`src/rtl/key_pkg.sv`:
```
// ============================================================================
// Module      : key_pkg
// Description : Shared state type, default timing constants and helpers for
//               the key press classifier.
// Revision    : 1.0 - initial release
// ============================================================================
`default_nettype none
`timescale 1ns/1ps

package key_pkg;

    typedef enum logic [1:0] {
        WAIT_REL  = 2'd0,
        IDLE      = 2'd1,
        PRESSED   = 2'd2,
        LONG_HELD = 2'd3
    } key_state_t;

    localparam int unsigned c_long_cycles_dflt   = 1000;
    localparam int unsigned c_repeat_cycles_dflt = 200;

    function automatic logic key_is_held(input key_state_t state);
        return (state == PRESSED) || (state == LONG_HELD);
    endfunction

endpackage

`default_nettype wire

```
`src/rtl/press_timer.sv`:
```
// ============================================================================
// Module      : press_timer
// Description : Saturating up-counter with clear, enable and a terminal-count
//               flag that is high while the count sits at LIMIT.
// Revision    : 1.0 - initial release
// ============================================================================
`default_nettype none
`timescale 1ns/1ps

module press_timer #(
    parameter int unsigned WIDTH = 8,
    parameter int unsigned LIMIT = 255
) (
    input  logic clk,
    input  logic rst,
    input  logic i_clr,
    input  logic i_en,
    output logic o_tc
);

    localparam logic [WIDTH-1:0] c_limit = WIDTH'(LIMIT);

    logic [WIDTH-1:0] r_count;
    logic             w_at_limit;

    assign w_at_limit = (r_count == c_limit);
    assign o_tc       = w_at_limit;

    // Clear wins over enable; counting stops at LIMIT so it can never wrap.
    always_ff @(posedge clk or negedge rst) begin
        if (!rst) begin
            r_count <= '0;
        end else if (i_clr) begin
            r_count <= '0;
        end else if (i_en && !w_at_limit) begin
            r_count <= r_count + 1'b1;
        end
    end

endmodule

`default_nettype wire

```
`src/rtl/key_press_classifier.sv`:
```
// ============================================================================
// Module      : key_press_classifier
// Description : Classifies a debounced key level into press, short, long and
//               auto-repeat strobes. Auto-repeat built only with
//               KEY_PRESS_REPEAT_EN defined.
// Revision    : 1.0 - initial release
// ============================================================================
`default_nettype none
`timescale 1ns/1ps

module key_press_classifier
    import key_pkg::*;
#(
    parameter int unsigned LONG_CYCLES   = c_long_cycles_dflt,
    parameter int unsigned REPEAT_CYCLES = c_repeat_cycles_dflt
) (
    input  logic clk,
    input  logic rst,
    input  logic clean,
    output logic press_pulse,
    output logic short_press,
    output logic long_press,
    output logic repeat_pulse,
    output logic held
);

    localparam int unsigned c_hold_w = $clog2(LONG_CYCLES + 1);

    key_state_t r_state;
    key_state_t w_state_nxt;

    logic r_press;
    logic r_short;
    logic r_long;
    logic r_repeat;
    logic r_held;

    logic w_press;
    logic w_short;
    logic w_long;
    logic w_repeat;
    logic w_hold_clr;
    logic w_hold_en;
    logic w_hold_tc;
    logic w_rep_fire;

    if ((LONG_CYCLES < 2) || (LONG_CYCLES > 65535) ||
        (REPEAT_CYCLES < 1) || (REPEAT_CYCLES > 65535)) begin : g_bad_params
        $error("key_press_classifier: timing parameter out of range");
    end

    press_timer #(
        .WIDTH (c_hold_w),
        .LIMIT (LONG_CYCLES - 1)
    ) u_hold_timer (
        .clk   (clk),
        .rst   (rst),
        .i_clr (w_hold_clr),
        .i_en  (w_hold_en),
        .o_tc  (w_hold_tc)
    );

`ifdef KEY_PRESS_REPEAT_EN
    localparam int unsigned c_rep_w = $clog2(REPEAT_CYCLES + 1);

    logic w_rep_en;
    logic w_rep_clr;
    logic w_rep_tc;

    // Held in clear outside LONG_HELD so the first period starts at long_press.
    assign w_rep_en   = (r_state == LONG_HELD) && clean;
    assign w_rep_fire = w_rep_en && w_rep_tc;
    assign w_rep_clr  = (r_state != LONG_HELD) || w_rep_fire;

    press_timer #(
        .WIDTH (c_rep_w),
        .LIMIT (REPEAT_CYCLES - 1)
    ) u_rep_timer (
        .clk   (clk),
        .rst   (rst),
        .i_clr (w_rep_clr),
        .i_en  (w_rep_en),
        .o_tc  (w_rep_tc)
    );
`else
    assign w_rep_fire = 1'b0;
`endif

    always_ff @(posedge clk or negedge rst) begin
        if (!rst) begin
            r_state <= WAIT_REL;
        end else begin
            r_state <= w_state_nxt;
        end
    end

    always_comb begin
        w_state_nxt = r_state;
        w_press     = 1'b0;
        w_short     = 1'b0;
        w_long      = 1'b0;
        w_repeat    = 1'b0;
        w_hold_clr  = 1'b0;
        w_hold_en   = 1'b0;
        case (r_state)
            WAIT_REL: begin
                w_hold_clr = 1'b1;
                if (!clean) begin
                    w_state_nxt = IDLE;
                end
            end
            IDLE: begin
                w_hold_clr = 1'b1;
                if (clean) begin
                    w_state_nxt = PRESSED;
                    w_press     = 1'b1;
                end
            end
            PRESSED: begin
                // Release is tested first so it beats the threshold.
                if (!clean) begin
                    w_state_nxt = IDLE;
                    w_short     = 1'b1;
                end else if (w_hold_tc) begin
                    w_state_nxt = LONG_HELD;
                    w_long      = 1'b1;
                end else begin
                    w_hold_en = 1'b1;
                end
            end
            LONG_HELD: begin
                if (!clean) begin
                    w_state_nxt = IDLE;
                end else begin
                    w_repeat = w_rep_fire;
                end
            end
            default: begin
                w_state_nxt = WAIT_REL;
            end
        endcase
    end

    always_ff @(posedge clk or negedge rst) begin
        if (!rst) begin
            r_press  <= 1'b0;
            r_short  <= 1'b0;
            r_long   <= 1'b0;
            r_repeat <= 1'b0;
            r_held   <= 1'b0;
        end else begin
            r_press  <= w_press;
            r_short  <= w_short;
            r_long   <= w_long;
            r_repeat <= w_repeat;
            r_held   <= key_is_held(w_state_nxt);
        end
    end

    assign press_pulse  = r_press;
    assign short_press  = r_short;
    assign long_press   = r_long;
    assign repeat_pulse = r_repeat;
    assign held         = r_held;

endmodule

`default_nettype wire

```
`config.mk`:
```
export PLATFORM = sky130hd
export DESIGN_NAME = key_press_classifier
export DESIGN_NICKNAME = d
export VERILOG_FILES = /design/src/rtl/key_pkg.sv /design/src/rtl/press_timer.sv /design/src/rtl/key_press_classifier.sv
export SDC_FILE = /design/constraint.sdc
export NUM_CORES = 1
export LEC_CHECK = 0
export BUFFER_PORTS_ARGS = -buffer_cell sky130_fd_sc_hd__buf_2
export CORE_MARGIN = 8
export CORE_UTILIZATION = 45
export CTS_BUF_LIST = sky130_fd_sc_hd__clkbuf_16
export CTS_CLUSTER_SIZE = 25
export DETAILED_ROUTE_END_ITERATION = 10
export PLACE_DENSITY = 0.66
export SKIP_LAST_GASP = 1
export SLEW_MARGIN = 20
export SYNTH_ARGS = -nofsm -noshare
export SYNTH_HDL_FRONTEND = slang
export SYNTH_SLANG_ARGS = --single-unit
```
`constraint.sdc`:
```
create_clock -name clk -period 1.9 [get_ports clk]
set_clock_uncertainty 0.15 [all_clocks]
set_input_delay 0.38 -clock clk [delete_from_list [all_inputs] [get_ports clk]]
set_output_delay 0.38 -clock clk [all_outputs]
set_load 0.03 [all_outputs]
```
==> results of run 1 <==
## report_power, final
group	leakage (nW)	switching (mW)	total, mW	internal [mW]
Combinational	0.153	0.229	0.341	0.111
Clock	0.0423	0.121	0.399	0.278
Sequential	0.206	0.0246	0.381	0.357
Total	0.401	0.375	1.12	0.746
## how the worst min path moves through the flow
stage | to | depth (start not counted)
floorplan | held | 0
global placement | u_hold_timer.r_count[0] | 1
detailed placement | u_hold_timer.r_count[0] | 1
CTS | short_press | 2
global route | short_press | 2
finish | short_press | 2
## cell families after synthesis
group / Yosys count / synth area share
AO/OA/AOI/OAI: 14 / 0.0989
XOR/XNOR: 5 / 0.0558
adder cells (fa/ha/maj): 4 / 0.0638
buffers and inverters: 7 / 0.0399
flip-flops: 15 / 0.478
other: 1 / 0.00478
AND/OR/NAND/NOR: 38 / 0.258
## metrics by stage
stage          power [mW]   util  worst slack [ns]  instance area (um^2)
6_report             1.12  0.538             0.121                   908
3_3_place_gp        0.720  0.485             0.204                   820
4_1_cts              1.13  0.538             0.122                   908
3_5_place_dp        0.724  0.485             0.117                   820
5_1_grt              1.19  0.538            0.0171                   908
2_1_floorplan       0.650      -            0.0878                   785
## final cells by class
class,count,share of cell area
Multi-Input combinational cell,62,0.416
Sequential cell,15,0.413
Clock buffer,3,0.0826
Timing Repair Buffer,7,0.0441
Tap cell,17,0.0234
Inverter,4,0.0165
Clock inverter,1,0.00413
## what timing repair did
item | CTS | global route
endpoints found under the setup margin | 0 | 0
gates resized for setup | 0 | 0
hold endpoints to repair | 15 | 0
hold buffers | 1 | 0
## layer usage
metal	vias to the layer above	part of all wire
li1	305	-
met1	261	0.52
met2	12	0.40
met3	5	0.050
met4	0	0.025
met5	-	0
## sequential cells by signal, summed over array words and instances (netlist names)
register and flops:
long_press 1, short_press 1, r_state 1, held 1, u_hold_timer.r_count 10, press_pulse 1
## cell usage in the layout (no fill, tap or decap), types with 2 or more instances in the layout
master,instances
sky130_fd_sc_hd__clkbuf_16,3
sky130_fd_sc_hd__nor2_1,8
sky130_fd_sc_hd__ha_1,4
sky130_fd_sc_hd__nor3_1,3
sky130_fd_sc_hd__buf_2,6
sky130_fd_sc_hd__o21ai_0,5
sky130_fd_sc_hd__inv_1,5
sky130_fd_sc_hd__xnor2_1,5
sky130_fd_sc_hd__or3_1,2
sky130_fd_sc_hd__nand2_1,8
sky130_fd_sc_hd__a21oi_1,7
sky130_fd_sc_hd__dfrtp_1,15
sky130_fd_sc_hd__nand3_1,5
==> impl_metrics.yaml, run 1 <==
synthesis:
  postSynthCellCount: 84
  synth.largest_area_cell: "sky130_fd_sc_hd__dfrtp_1"
  synth_top_flop_cell: "sky130_fd_sc_hd__dfrtp_1"
  yosys_warnings: 0
  asyncSetResetFlopFracSynth: 1.00
  synth.distinct_cells: 29
  syn_area_per_cell_um2: 9.34
  top_cell_type_s_share_of_synthesized_area: 0.478
  yosysSeqAreaShare: 0.478
  synth-edff-count: 0
  synth_seq_cells: 15
  post_synth_design_cell_area_um2: 785
  yosys.cell_count.top_type: "sky130_fd_sc_hd__dfrtp_1"
  syn-num-nets: 91
  ys_top_cells_by_count: "sky130_fd_sc_hd__dfrtp_1, sky130_fd_sc_hd__nand2_1, sky130_fd_sc_hd__nor2_1, sky130_fd_sc_hd__a21oi_1"
  synth.top_cells.by_area: "sky130_fd_sc_hd__dfrtp_1, sky130_fd_sc_hd__ha_1, sky130_fd_sc_hd__xnor2_1"
global_routing:
  globalRouteTotalUtil: 0.0920
  grt.met1_usage: 0.123
  global_route.usage.met2: 0.119
  grt_max_degree: 16
  gr-total-overflow: 0
  busiest_layer: "met1"
  grtUsageMet3: 0.0331
  number_of_antenna_violations_at_the_first_check_in_global_routing: 0
  grt_pass1_wl_um: 2350
  grt_pass1_vias: 519
layout:
  layout-drive-gt1-share: 0.141
  fin_nets: 100
  register_area_um2: 375
  syn2layout_area_growth_pct: 15.8
  fillCellCount: 174
  antenna-diode-count: 0
  multi_input_comb_area_um2: 378
  final_cells: 109
clock_network:
  cts.sink_count: 15
  cts_made_buffers: 3
  ctsLongestPathBuffers: 2
  cts-htree-levels: 1
  clockRootBuffer: "sky130_fd_sc_hd__clkbuf_16"
  insertion_delay_ns: 0.24
  tritoncts_clock_tree: "yes"
  cts.reportedPaths.clkPinSlew_ns: 0.05
  postCtsSetupRepairBufs: 0
critical_path:
  critPathMaxStageDelay_ns: 0.49
  timing.critical_path.from_type: "flop"
  timing.critical_path.to_type: "flop"
  timing.critical_path.fanout_max: 8
  crit-reg2reg-launch: "r_state[0]"
  reg2reg_setup_slack_ns: 0.12
  rr_worst_depth: 5
  worst-endpoint-required_ns: 1.92
  worst_ep_arrival_time_ns: 1.80
  cpLargestDelayFamily: "simple AND/OR/NAND/NOR gates"
  critical_path.endpoint: "u_hold_timer.r_count[3]"
  cp_cell_sequence: "inv_1 -> ha_1 -> nand2_1 -> or4_1 -> a21oi_1"
  worstSetupPathDepth: 5
  cp.buffers_inverters: 1
  critPathLaunch: "r_state[0]"
  regToRegEndpoint: "u_hold_timer.r_count[3]"
  critPathSlowestCell: "sky130_fd_sc_hd__or4_1"
  critical_path_class: "reg -> reg"
die:
  design.portCount: 8
  design.core.area_um2: 1690
  dieArea_um2: 3340
  initial_utilization: 0.464
  die_height_um: 57.8
  chipWidth_um: 57.8
  floorplan.rows: 15
route:
  drc: 0
  via_per_inst: 5.35
  drt_pass1_iterations: 4
  drtAntennaViolNets: 0
  drt_wl_total_um: 1390
  vias: 583
  wirelength_per_cell_um: 12.7
  drt_iter0_markers: 17
status:
  run_status: "complete, no violations"
placed_design:
  port-buffer-count: 6
  gpl.final_weighted_congestion: 0.764
  placed_cells: 104
  place_hpwl_um: 978
sta:
  post-route-min-period_ns: 1.78
  grt_setup_unrepaired: "no"
  report.final.hold_viol_count: 0
  fin_hold_ws_ns: 0.261
  setup-violations-final: 0
  slew_violations: 0
  timing.fmax_ghz: 0.562
  fin_crit_sh: 0.936
  final.setup.tns_ns: 0
run:
  timing.max_cap.violations: 0
pwr:
  irDropWorstVdd_mv: 0.655
  powerDensity_nw_per_um2: 1230
  standby_leakage_power_nw: 0.401
hold_path:
  worst_hold_startpoint: "clean"
  hold_path_class: "in -> reg"
(Power assumes the default switching activity.)
==> run 2: changes to the inputs <==
--- a/config.mk
+++ b/config.mk
@@ -11,9 +11,10 @@
 export CTS_BUF_LIST = sky130_fd_sc_hd__clkbuf_16
 export CTS_CLUSTER_SIZE = 25
 export DETAILED_ROUTE_END_ITERATION = 10
-export PLACE_DENSITY = 0.66
+export PLACE_DENSITY = 0.65
 export SKIP_LAST_GASP = 1
 export SLEW_MARGIN = 20
 export SYNTH_ARGS = -nofsm -noshare
 export SYNTH_HDL_FRONTEND = slang
+export SYNTH_HIERARCHICAL = 1
 export SYNTH_SLANG_ARGS = --single-unit
==> run 2 against run 1 <==
Against the previous run: the run now ends with setup timing left; worst setup slack got worse by 0.33 ns; first-iteration DRC count rose by 88%; sequential cell count rose by 1; synthesized cell count rose by 11%; combinational power grew 62%; die area increased by 12%; critical endpoint is now u_hold_timer/r_count[9]; count of clock-buffer cells in the layout stayed put; critical path depth rose by 3; sequential share of layout area down 13 points; worst hold slack better by 0.033 ns; global-route usage is 4.6 points higher; synthesized area increased by 17%.
==> impl_metrics.yaml, run 2 <==
status:
  run_status: "complete, but fails checks"
  failed_checks: "setup timing"
placed_design:
  port-buffer-count: 6
  placed_cells: 148
  place_hpwl_um: 1530
  gpl.final_weighted_congestion: 0.876
global_routing:
  number_of_antenna_violations_at_the_first_check_in_global_routing: 0
  grt_max_degree: 17
  grt_pass1_vias: 888
  grt_pass1_wl_um: 3840
  gr-total-overflow: 0
  globalRouteTotalUtil: 0.138
layout:
  most_frequent_standard_cell_in_the_layout_excluding_fill_and_tap_cells: "sky130_fd_sc_hd__buf_4"
  fillCellCount: 145
  final_cells: 165
  antenna-diode-count: 0
  layout-drive-gt1-share: 0.500
  leading_cell_types_in_the_layout_fill_and_taps_excluded: "sky130_fd_sc_hd__buf_4, sky130_fd_sc_hd__dfrtp_1, sky130_fd_sc_hd__inv_1"
  largest-register: "u_hold_timer/r_count"
  largest_registers: "u_hold_timer/r_count x10, r_state x2"
  largest_register_ff_count: 10
  fin_util: 0.732
  syn2layout_area_growth_pct: 54.3
  fin_nets: 146
critical_path:
  timing.critical_path.to_type: "flop"
  worstSetupPathDepth: 8
  critPathMaxStageDelay_ns: 0.57
  critPathLaunch: "u_hold_timer/r_count[1]"
  reg2reg_setup_slack_ns: -0.21
  crit-reg2reg-launch: "u_hold_timer/r_count[1]"
  timing.critical_path.fanout_max: 6
  worst-endpoint-required_ns: 1.93
  worst_ep_arrival_time_ns: 2.14
  timing.critical_path.from_type: "flop"
  cp_cell_sequence: "ha_2 -> nand4bb_1 -> nor3_4 -> nor2_4 -> buf_4 -> nand4_4 -> or4_4 -> a21oi_2"
  critPathSlowestCell: "sky130_fd_sc_hd__or4_4"
  cp.buffers_inverters: 1
  critical_path_class: "reg -> reg"
  rr_worst_depth: 8
  regToRegEndpoint: "u_hold_timer/r_count[9]"
  cpLargestDelayFamily: "simple AND/OR/NAND/NOR gates"
  critical_path.endpoint: "u_hold_timer/r_count[9]"
clock_network:
  tritoncts_clock_tree: "yes"
  cts.sink_count: 16
  clockRootBuffer: "sky130_fd_sc_hd__clkbuf_16"
  ctsLongestPathBuffers: 2
  cts-htree-levels: 1
  insertion_delay_ns: 0.25
  cts.reportedPaths.clkPinSlew_ns: 0.05
  cts_made_buffers: 3
synthesis:
  post_synth_xor_area_fraction: 0.00951
  ys_top_cells_by_count: "sky130_fd_sc_hd__dfrtp_1, sky130_fd_sc_hd__a21oi_1, sky130_fd_sc_hd__inv_1, sky130_fd_sc_hd__nor2_1, sky130_fd_sc_hd__or4_1"
  synth_top_flop_cell: "sky130_fd_sc_hd__dfrtp_1"
  synth.largest_area_cell: "sky130_fd_sc_hd__dfrtp_1"
  post_synth_fa_ha_maj_area_fraction: 0.0543
  postSynthCellCount: 93
  synth.distinct_cells: 33
  synth_top_family_by_area: "simple AND/OR/NAND/NOR gates"
  post_synth_design_cell_area_um2: 921
  synth-edff-count: 0
  fraction_of_the_mapped_netlist_area_in_simple_logic_gates: 0.265
  asyncSetResetFlopFracSynth: 1.00
  synth_seq_cells: 16
  synth_compound_gate_area_share: 0.171
  synth.mux.area_fraction: 0
  syn-num-nets: 100
  synth.top_cells.by_area: "sky130_fd_sc_hd__dfrtp_1, sky130_fd_sc_hd__a21oi_1, sky130_fd_sc_hd__ha_1"
  yosysSeqAreaShare: 0.435
  syn_area_per_cell_um2: 9.90
  top_cell_type_s_share_of_synthesized_area: 0.435
  yosys_warnings: 6
  yosys.cell_count.top_type: "sky130_fd_sc_hd__dfrtp_1"
route:
  drtAntennaViolNets: 0
  drt_pass1_iterations: 4
  vias: 904
  via_per_inst: 5.48
  drt_wl_total_um: 2530
  drt_iter0_markers: 32
  wirelength_per_cell_um: 15.4
  drc: 0
pwr:
  switching_share: 0.327
  cellInternalPower_mw: 0.924
  standby_leakage_power_nw: 0.676
  power_frac_clock: 0.302
  irDropWorstVdd_mv: 0.963
  comb_power_share: 0.403
  powerDensity_nw_per_um2: 966
  p_switching_mw: 0.448
  share_seq_of_total_power: 0.294
sta:
  post-route-min-period_ns: 2.11
  grt_setup_unrepaired: "yes"
  fin_crit_sh: 1.11
  post_route_worst_setup_slack_ns: -0.207
  slew_violations: 0
  setup-violations-final: 9
  timing.fmax_ghz: 0.474
  report.final.hold_viol_count: 0
die:
  initial_utilization: 0.474
  design.core.area_um2: 1940
  design.portCount: 8
  die_height_um: 61.2
  floorplan.rows: 16
  chipWidth_um: 61.2
  dieArea_um2: 3750
hold_path:
  hold_path_class: "in -> reg"
  worst_hold_startpoint: "clean"
run:
  timing.max_cap.violations: 0
run 2: repair_timing:
action	in CTS	in global routing
hold buffers	1	0
resized for setup	7	18
endpoints found under the hold margin	16	0
pin swaps	4	12
gates cloned	0	0
buffers inserted	7	5
setup endpoints to repair	8	10
run 2: cell families (layout without fill, tap and decap cells):
group                    after synthesis  after routing
other                                  1              1
adder cells (fa/ha/maj)                4              4
AO/OA/AOI/OAI                         24             24
XOR/XNOR                               1              1
AND/OR/NAND/NOR                       37             37
buffers and inverters                 10             55
flip-flops                            16             16
run 2: cell type report:
cell class              count  area (um^2)  area share
inverters                   7         26.3      0.0185
multi-input cells          67          553       0.389
clock buffers               3         75.1      0.0528
repair buffers             44          329       0.232
flip-flops and latches     16          400       0.282
well taps                  27         33.8      0.0238
clock inverters             1         3.75     0.00264
run 2: worst min path at each step:
stage / end / slack (ns) / cells past startpoint
after floorplan: held / -0.07 / 0
after global placement: r_state[1] / 0.16 / 1
after detailed placement: held / 0.16 / 1
after CTS: short_press / 0.29 / 3
after global routing: short_press / 0.31 / 3
final: short_press / 0.29 / 3
run 2: worst register-to-register path, cell delays in order, from the launching register on:
cell and delay (ns):
sky130_fd_sc_hd__dfrtp_1 0.38, sky130_fd_sc_hd__ha_2 0.19, sky130_fd_sc_hd__nand4bb_1 0.17, sky130_fd_sc_hd__nor3_4 0.07, sky130_fd_sc_hd__nor2_4 0.13, sky130_fd_sc_hd__buf_4 0.13, sky130_fd_sc_hd__nand4_4 0.13, sky130_fd_sc_hd__or4_4 0.57
sky130_fd_sc_hd__a21oi_2 0.13
run 2: power by group through the flow:
stage	registers, mW	clock network (mW)	logic (mW)
2_1_floorplan	0.450	0	0.266
3_3_place_gp	0.409	0	0.470
5_1_grt	0.410	0.426	0.607
3_5_place_dp	0.410	0	0.481
6_report	0.404	0.415	0.553
4_1_cts	0.405	0.420	0.521
run 2: per-stage QoR:
step           power, mW  hold slack [ns]  instance area [um^2]  worst slack, ns  setup TNS (ns)
3_3_place_gp       0.879            0.161                  1150           -0.146          -0.730
3_5_place_dp       0.891            0.160                  1150           -0.228           -1.18
6_report            1.37            0.294                  1420           -0.207          -0.956
4_1_cts             1.35            0.294                  1320           -0.115          -0.445
2_1_floorplan      0.716          -0.0656                   928           -0.208          -0.826
5_1_grt             1.44            0.311                  1420           -0.323           -1.99
run 2: routing by layer:
| layer | wire, um | share of wire | track usage |
|---|---|---|---|
| met3 | 75 | 0.030 | 0.0292 |
| met4 | 80 | 0.032 | 0.110 |
| met1 | 1100 | 0.43 | 0.153 |
| met2 | 1280 | 0.51 | 0.222 |
| met5 | 0 | 0 | 0 |
==> run 3: changes to the inputs <==
--- a/config.mk
+++ b/config.mk
@@ -6,12 +6,15 @@
 export NUM_CORES = 1
 export LEC_CHECK = 0
 export BUFFER_PORTS_ARGS = -buffer_cell sky130_fd_sc_hd__buf_2
-export CORE_MARGIN = 8
-export CORE_UTILIZATION = 45
+export CELL_PAD_IN_SITES_DETAIL_PLACEMENT = 0
+export CELL_PAD_IN_SITES_GLOBAL_PLACEMENT = 1
+export CORE_ASPECT_RATIO = 1.4
+export CORE_MARGIN = 1.5
+export CORE_UTILIZATION = 44
 export CTS_BUF_LIST = sky130_fd_sc_hd__clkbuf_16
 export CTS_CLUSTER_SIZE = 25
 export DETAILED_ROUTE_END_ITERATION = 10
-export PLACE_DENSITY = 0.65
+export PLACE_DENSITY = 0.78
 export SKIP_LAST_GASP = 1
 export SLEW_MARGIN = 20
 export SYNTH_ARGS = -nofsm -noshare
==> run 3 against run 2 <==
Against the previous run: the run still ends with setup timing left; register-to-register slack barely moved; worst setup slack improved by 0.0076 ns; sequential power rose by 3%; clock power rose by 2%; count of clock-buffer cells in the layout did not move; utilization fell by 1.1 points; critical endpoint is now u_hold_timer/r_count[7].
==> impl_metrics.yaml, run 3 (synthesis gave the netlist of run 2 again) <==
status:
  run_status: "complete, but fails checks"
  failed_checks: "setup timing"
global_routing:
  globalRouteTotalUtil: 0.237
  grt_max_degree: 17
  number_of_antenna_violations_at_the_first_check_in_global_routing: 0
  grt_pass1_vias: 948
  grt_pass1_wl_um: 4250
  gr-total-overflow: 0
critical_path:
  reg2reg_setup_slack_ns: -0.20
  timing.critical_path.to_type: "flop"
  critical_path_class: "reg -> reg"
  worst-endpoint-required_ns: 1.92
  critPathMaxStageDelay_ns: 0.50
  timing.critical_path.fanout_max: 6
  worst_ep_arrival_time_ns: 2.12
  crit-reg2reg-launch: "u_hold_timer/r_count[1]"
  cpLargestDelayFamily: "simple AND/OR/NAND/NOR gates"
  timing.critical_path.from_type: "flop"
  critical_path.endpoint: "u_hold_timer/r_count[7]"
  cp.buffers_inverters: 1
  rr_worst_depth: 8
  worstSetupPathDepth: 8
  cp_cell_sequence: "ha_4 -> nand4bb_4 -> nor3_4 -> nor2_4 -> buf_4 -> nand4_4 -> or4_1 -> a21oi_1"
  critPathSlowestCell: "sky130_fd_sc_hd__or4_1"
  regToRegEndpoint: "u_hold_timer/r_count[7]"
  critPathLaunch: "u_hold_timer/r_count[1]"
sta:
  post-route-min-period_ns: 2.10
  slew_violations: 0
  fin_crit_sh: 1.11
  final.setup.tns_ns: -0.688
  timing.fmax_ghz: 0.476
  post_route_worst_setup_slack_ns: -0.200
  setup-violations-final: 6
  fin_hold_ws_ns: 0.296
  report.final.hold_viol_count: 0
  grt_setup_unrepaired: "yes"
clock_network:
  cts-htree-levels: 1
  tritoncts_clock_tree: "yes"
  cts.sink_count: 16
  ctsLongestPathBuffers: 2
  insertion_delay_ns: 0.25
  cts.reportedPaths.clkPinSlew_ns: 0.05
  clockRootBuffer: "sky130_fd_sc_hd__clkbuf_16"
  cts_made_buffers: 3
pwr:
  powerDensity_nw_per_um2: 1010
  standby_leakage_power_nw: 0.656
  irDropWorstVdd_mv: 0.730
die:
  design.core.area_um2: 1970
  initial_utilization: 0.467
  chipWidth_um: 41.7
  design.portCount: 8
  floorplan.rows: 19
  die_height_um: 57.1
  dieArea_um2: 2380
route:
  drtAntennaViolNets: 0
  drt_pass1_iterations: 4
  vias: 912
  drt_iter0_markers: 11
  wirelength_per_cell_um: 17.1
  drt_wl_total_um: 2650
  drc: 0
  via_per_inst: 5.88
layout:
  syn2layout_area_growth_pct: 54.5
  largest_registers: "u_hold_timer/r_count x10, r_state x2"
  most_frequent_standard_cell_in_the_layout_excluding_fill_and_tap_cells: "sky130_fd_sc_hd__buf_4"
  layout-drive-gt1-share: 0.515
  fin_nets: 142
  fillCellCount: 145
  largest_register_ff_count: 10
  leading_cell_types_in_the_layout_fill_and_taps_excluded: "sky130_fd_sc_hd__buf_4, sky130_fd_sc_hd__dfrtp_1, sky130_fd_sc_hd__a21oi_1"
  largest-register: "u_hold_timer/r_count"
  antenna-diode-count: 0
placed_design:
  port-buffer-count: 6
  place_hpwl_um: 1570
  gpl.final_weighted_congestion: 0.886
hold_path:
  hold_path_class: "in -> reg"
  worst_hold_startpoint: "clean"
run:
  timing.max_cap.violations: 0
## run 3: worst min-delay path by stage
stage | end | slack [ns] | cells after the start
floorplan | held | -0.07 | 0
global placement | u_hold_timer/r_count[5] | 0.16 | 1
detailed placement | u_hold_timer/r_count[5] | 0.16 | 1
CTS | short_press | 0.29 | 3
global route | short_press | 0.32 | 3
finish | short_press | 0.30 | 3
## run 3: layout make-up
type,count,area (um^2),area share
Timing Repair Buffer,40,295,0.208
Inverter,7,26.3,0.0185
Sequential cell,16,402,0.282
Multi-Input combinational cell,67,594,0.418
Clock buffer,3,75.1,0.0528
Clock inverter,1,3.75,0.00264
Tap cell,21,26.3,0.0185
## run 3: per-stage QoR
stage,total power [mW],instance area [um^2],utilization,std cells,setup WS (ns)
floorplan,0.716,928,-,93,-0.208
global placement,0.876,1140,0.579,142,-0.149
detailed placement,0.889,1140,0.579,142,-0.239
CTS,1.34,1300,0.659,152,-0.117
global route,1.52,1420,0.721,155,-0.244
finish,1.44,1420,0.721,155,-0.200
## run 3: layer usage
metal  global-route usage  vias up  part of all wire
met5                    0        -                 0
met4                0.120        0             0.031
met3               0.0538        8             0.035
met2                0.424       26              0.56
met1                0.258      453              0.38
li1                     -      425                 -
## run 3: worst min-delay path, stage by stage
cell and delay [ns]:
sky130_fd_sc_hd__buf_2 0.10, sky130_fd_sc_hd__buf_4 0.13, sky130_fd_sc_hd__nor2b_1 0.05
## run 3: timing repair
action / 4_1_cts / 5_1_grt
endpoints found under the setup margin: 8 / 12
setup buffers: 5 / 7
gates resized for setup: 8 / 21
hold buffers: 1 / 0
pin swaps: 2 / 5
hold endpoints to repair: 16 / 0
## run 3: power by group
part	internal [mW]	total [mW]	leakage, nW	switching, mW
clock	0.280	0.422	0.0385	0.142
sequential	0.386	0.416	0.219	0.0301
combinational	0.281	0.601	0.398	0.321
total	0.946	1.44	0.656	0.493
